`src/rtl/cmp_seq_ctrl_pkg.sv`:
```
// Shared definitions for the sequential wide comparator: nibble width and
// controller state encoding.
package cmp_seq_ctrl_pkg;

    localparam int NIB_W = 4;

    typedef enum logic [1:0] {
        ST_IDLE = 2'd0,
        ST_RUN  = 2'd1,
        ST_DONE = 2'd2
    } state_t;

endpackage

```
`src/rtl/cmp_4b.sv`:
```
// Combinational 4-bit magnitude comparator, the shared datapath of the sequencer.
module cmp_4b (
    input  logic [3:0] a,
    input  logic [3:0] b,
    output logic       gt,
    output logic       eq,
    output logic       lt
);

    assign gt = (a > b);
    assign eq = (a == b);
    assign lt = (a < b);

endmodule

```
`src/rtl/cmp_seq_ctrl.sv`:
```
// Sequencer that walks a wide operand pair MSB-nibble first through one cmp_4b,
// producing registered gt/eq/lt, a done pulse and the number of nibbles examined.
module cmp_seq_ctrl
    import cmp_seq_ctrl_pkg::*;
#(
    parameter int NIBBLES    = 4,
    parameter int EARLY_EXIT = 1,
    localparam int W  = NIB_W * NIBBLES,
    localparam int CW = $clog2(NIBBLES + 1)
) (
    input  logic          clk,
    input  logic          rst_n,
    input  logic          start,
    input  logic [W-1:0]  A,
    input  logic [W-1:0]  B,
    output logic          busy,
    output logic          done,
    output logic          gt,
    output logic          eq,
    output logic          lt,
    output logic [CW-1:0] cycles
);

    localparam int IW = (NIBBLES > 1) ? $clog2(NIBBLES) : 1;
    localparam logic [IW-1:0] IDX_TOP = IW'(NIBBLES - 1);

    state_t          state_reg;
    logic [W-1:0]    a_reg;
    logic [W-1:0]    b_reg;
    logic [IW-1:0]   idx_reg;
    logic            decided_reg;
    logic            busy_reg;
    logic            done_reg;
    logic            gt_reg;
    logic            eq_reg;
    logic            lt_reg;
    logic [CW-1:0]   cycles_reg;

    logic [NIB_W-1:0] a_nib;
    logic [NIB_W-1:0] b_nib;
    logic             nib_gt;
    logic             nib_eq;
    logic             nib_lt;
    logic             nib_diff;

    assign a_nib    = a_reg[idx_reg*NIB_W +: NIB_W];
    assign b_nib    = b_reg[idx_reg*NIB_W +: NIB_W];
    assign nib_diff = nib_gt | nib_lt;

    cmp_4b u_cmp (
        .a  (a_nib),
        .b  (b_nib),
        .gt (nib_gt),
        .eq (nib_eq),
        .lt (nib_lt)
    );

    always_ff @(posedge clk or negedge rst_n) begin
        if (!rst_n) begin
            state_reg   <= ST_IDLE;
            a_reg       <= '0;
            b_reg       <= '0;
            idx_reg     <= '0;
            decided_reg <= 1'b0;
            busy_reg    <= 1'b0;
            done_reg    <= 1'b0;
            gt_reg      <= 1'b0;
            eq_reg      <= 1'b0;
            lt_reg      <= 1'b0;
            cycles_reg  <= '0;
        end else begin
            case (state_reg)
                ST_IDLE: begin
                    done_reg <= 1'b0;
                    if (start) begin
                        a_reg       <= A;
                        b_reg       <= B;
                        idx_reg     <= IDX_TOP;
                        decided_reg <= 1'b0;
                        gt_reg      <= 1'b0;
                        eq_reg      <= 1'b0;
                        lt_reg      <= 1'b0;
                        cycles_reg  <= '0;
                        busy_reg    <= 1'b1;
                        state_reg   <= ST_RUN;
                    end
                end
                ST_RUN: begin
                    cycles_reg <= cycles_reg + CW'(1);
                    // Only the most significant differing nibble decides the result.
                    if (!decided_reg && nib_diff) begin
                        decided_reg <= 1'b1;
                        gt_reg      <= nib_gt;
                        lt_reg      <= nib_lt;
                    end
                    if ((EARLY_EXIT != 0) && nib_diff) begin
                        busy_reg  <= 1'b0;
                        done_reg  <= 1'b1;
                        state_reg <= ST_DONE;
                    end else if (idx_reg == '0) begin
                        if (!decided_reg && nib_eq)
                            eq_reg <= 1'b1;
                        busy_reg  <= 1'b0;
                        done_reg  <= 1'b1;
                        state_reg <= ST_DONE;
                    end else begin
                        idx_reg <= idx_reg - IW'(1);
                    end
                end
                ST_DONE: begin
                    done_reg  <= 1'b0;
                    state_reg <= ST_IDLE;
                end
                default: begin
                    busy_reg  <= 1'b0;
                    done_reg  <= 1'b0;
                    state_reg <= ST_IDLE;
                end
            endcase
        end
    end

    assign busy   = busy_reg;
    assign done   = done_reg;
    assign gt     = gt_reg;
    assign eq     = eq_reg;
    assign lt     = lt_reg;
    assign cycles = cycles_reg;

endmodule

```
`config.mk`:
```
export PLATFORM = sky130hd
export DESIGN_NAME = cmp_seq_ctrl
export DESIGN_NICKNAME = d
export VERILOG_FILES = /design/src/rtl/cmp_seq_ctrl_pkg.sv /design/src/rtl/cmp_4b.sv /design/src/rtl/cmp_seq_ctrl.sv
export SDC_FILE = /design/constraint.sdc
export NUM_CORES = 1
export LEC_CHECK = 0
export CORE_MARGIN = 2
export CORE_UTILIZATION = 50
export CTS_BUF_LIST = sky130_fd_sc_hd__clkbuf_16
export DETAILED_ROUTE_END_ITERATION = 16
export PLACE_DENSITY = 0.86
export SYNTH_ARGS = -nofsm -noshare
export SYNTH_HDL_FRONTEND = slang
export SYNTH_HIERARCHICAL = 1
export SYNTH_SLANG_ARGS = --single-unit
```
`constraint.sdc`:
```
create_clock -name clk -period 6.4 [get_ports clk]
set_input_delay 1.28 -clock clk [delete_from_list [all_inputs] [get_ports clk]]
set_output_delay 1.28 -clock clk [all_outputs]
set_load 0.1 [all_outputs]
```
==> flow_results.org <==
** Run status
- Status :: finished clean

** Worst setup path
- Together, buffers and inverters on the worst path number 1.
- The worst setup path is captured at an output pin.
- Endpoint arrival time on the critical path :: 1.83 ns
- Slowest stage cell on the critical path :: clkdlybuf4s50_1
- Of all nets on the critical path, the largest fanout is 4.
- The kind of cell with the highest combined delay along the critical path is buffers and inverters.
- The worst setup path is launched from a flop.
- In this run the worst setup path terminates at cycles[0].
- Launching instance or port of the critical path :: cycles[0]
- For the worst setup path, the data required time is 5.12 ns.
- Reg2Reg Capture Point :: idx_reg[0]
- Peak per-stage delay on the critical path :: 1.15 ns
- The signal on the critical path passes through clkdlybuf4s50_1.
- Number of logic stages on the critical path including buffering :: 1
- Setup slack on the worst reg-to-reg path comes out at 3.47 ns.
- Register-to-Register Path Depth :: 8
- The critical path is of the reg2out type.
- Worst R2R Start :: idx_reg[0]

** Global route
- Global router's overall resource usage :: 0.186
- First-pass GRT wire length :: 6880 µm
- The initial antenna violation count was 0.
- The number of global-route vias before repair was 1,483.
- Entering global routing, the biggest net connects 46 pins.
- Overflow left after global routing :: 0

** Routing
- In the final routed layout, each cell accounts on average for 16.5 µm.
- The detail route stage leaves a number of antenna-violating nets equal to 0.
- Overall via count from detail_route :: 1,341
- For this run, the detailed router's first-pass iteration total came to 4.
- In this run, the number of DRC markers left after iteration 0 of detailed routing was 74.
- Using the TritonRoute via totals, the vias-per-cell ratio works out to 5.45.
- In the routed design, unresolved DRC markers number 0.
- The final layout contains routed wiring with a total length of 4060 µm.

** Placement
- Post-DP HPWL :: 2900 µm
- Count of input and output buffers :: 42
- Area of placed instances :: 0.00256 mm²
- Routability-driven placement finished with a final weighted congestion of 0.735.

** Power and ir drop
- Highest ir drop seen on vdd :: 0.000249 V
- In this run the power spent charging and discharging nets is 0.000560 W.
- Power after layout :: 0.00148 W
- In this run the power density over the cells is 545 mW/mm².
- Cell internal power was estimated by the tool at 0.000921 W.
- Switch share :: 0.378
- Clock network fraction of design power :: 0.189
- For this design the static power due to leakage is 1.19 nW.
- Of the total power, combinational logic draws 0.464.
- Sequential cell fraction of total power :: 0.347

** Yosys
- During synthesis, Yosys emitted a total of 6 warnings.
- The synthesized design contains 45 register bits.
- Of all flip-flops after synthesis, the portion carrying an async set or reset was 1.00.
- When the netlist entered floorplanning its net count stood at 192.
- The most used flip-flop cell after synthesis is dfrtp_1.
- Gate count after technology mapping :: 151
- The mapped netlist covers 0.00212 mm².
- A synthesized cell averages 14.1 µm².
- Post-synth EDFFs :: 0
- Count of different cell masters after synthesis :: 29
- Seq/Total Area, Yosys :: 0.530

** Worst hold path
- Type of the worst min-delay path :: reg2reg

** CTS
- Maximum clock insertion buffer count :: 2
- In this run, post-CTS hold repair placed 0 buffers.
- Counting every sink on the clock net gives 45.
- CTS root buffer :: clkbuf_16
- H-tree depth :: 2
- Clock tree from TritonCTS :: built
- Worst-path clk slew :: 0.06 ns
- Buffers inserted during clock tree synthesis total 5.
- Buffers added to address setup during post-CTS repair amount to 0.
- Post-CTS repair changed the size of 0 cells.
- Clock latency reported for the late side of the worst-skew pair :: 0.28 ns

** Die
- Area of the core :: 0.00406 mm²
- Initial cell density of the core :: 0.524
- The floorplan step set the die width to 69.2 µm.
- Y dimension of the die :: 69.2 µm
- Area enclosed by the die boundary :: 0.00479 mm²
- Ports placed on the boundary :: 43
- Rows :: 23

** STA
- Highest attainable clock frequency :: 321 MHz
- The max-slew violation count came to 0.
- Hold slack final :: 0.482 ns
- Max-slew headroom at the worst pin :: 0.350
- Count of endpoints failing setup in the final report :: 0
- Worst-case clock skew :: 0.00625 ns
- Of the available clock period, the critical path in the final layout requires 0.486.
- The routed design could run at a clock period as short as 3.11 ns.
- The final-report hold violation count is 0.
- Actual transition at the worst max-transition pin :: 0.975 ns
- Summed over all failing endpoints, the final setup total negative slack is 0 ns.
- Unrepaired setup endpoints after global routing :: false

** Finish
- Final design instance area without fill :: 0.00272 mm²
- 0 antenna diodes ended up in the layout.
- Synth-to-layout area growth :: 28.0%
- The net count of the finished layout is 236.
- In the final layout, the share of cells above drive strength 1 is 0.255.

** Flow run
- Max-cap violation count :: 0
[cells in the final DEF (no fill, tap or decap)]
cell type and count:
dfrtp_1 45, clkdlybuf4s50_1 41, mux2_2 30, inv_1 10
nand2_1 9, mux4_2 8, nor2_1 8, ha_1 6
clkbuf_16 5, o21ai_0 3, mux2i_1 3, a21oi_1 3
mux2_1 2, nor2b_1 2, nand2b_1 2, o311ai_0 2
a32oi_1 2, nor3b_4 1, o21bai_1 1, a22o_1 1
nor3_1 1, o21a_1 1, and3_1 1, a32o_1 1
bufinv_16 1, clkinv_1 1, buf_2 1, buf_4 1
nor2b_4 1, o21bai_4 1, and2_1 1, a21oi_2 1
[kinds of logic after synthesis]
logic type / synth area share
AND/OR/NAND/NOR: 0.0654
AO/OA/AOI/OAI: 0.0595
multiplexers: 0.269
adder cells (fa/ha/maj): 0.0353
buffers and inverters: 0.0412
flip-flops: 0.530
[layer usage]
metal	track usage	routed length, µm
met1	0.206	1590
met2	0.341	2250
met3	0.0494	148
met4	0.0632	72
met5	0	0
[cell type report]
class / count / area, µm²
Clock inverter: 3 / 37.5
Clock buffer: 5 / 125
Tap cell: 50 / 62.6
Timing Repair Buffer: 43 / 423
Multi-Input combinational cell: 91 / 911
Fill cell: 284 / 1340
Sequential cell: 45 / 1130
Inverter: 9 / 33.8
[power by group through the flow]
stage | logic (W) | registers, W | clock network [W]
floorplan | 0.000448 | 0.000602 | 0
global placement | 0.000650 | 0.000503 | 0
detailed placement | 0.000684 | 0.000519 | 0
CTS | 0.000693 | 0.000517 | 0.000284
global route | 0.000743 | 0.000533 | 0.000302
finish | 0.000687 | 0.000514 | 0.000280
[worst min-delay path by stage]
stage / endpoint / cells past startpoint / start
floorplan: a_reg[8] / 1 / a_reg[8]
global placement: a_reg[9] / 1 / a_reg[9]
detailed placement: a_reg[8] / 1 / a_reg[8]
CTS: a_reg[8] / 1 / a_reg[8]
global route: a_reg[8] / 1 / a_reg[8]
finish: a_reg[8] / 1 / a_reg[8]
[through the flow]
stage               utilization  setup slack (ns)  instances
finish                    0.670              3.29        246
global route              0.670              3.25        246
CTS                       0.670              3.28        246
detailed placement        0.630              3.45        238
global placement          0.630              3.51        238
floorplan                     -              3.90        151
[synth_stat cells (2+ instances only)]
master    count  area share
dfrtp_1      45        0.53
nand2_1       9       0.016
ha_1          6       0.035
nor2_1        8       0.014
mux2i_1       3       0.014
mux4_2        8       0.085
mux2_1        2       0.011
inv_1         9       0.016
o21ai_0       3      0.0071
a21oi_1       3      0.0071
nand2b_1      2      0.0059
buf_6         4       0.021
mux2_2       30        0.16
nor2b_1       2      0.0059
a32oi_1       2      0.0082
o311ai_0      2      0.0082
Power figures use the tool's default switching activity.
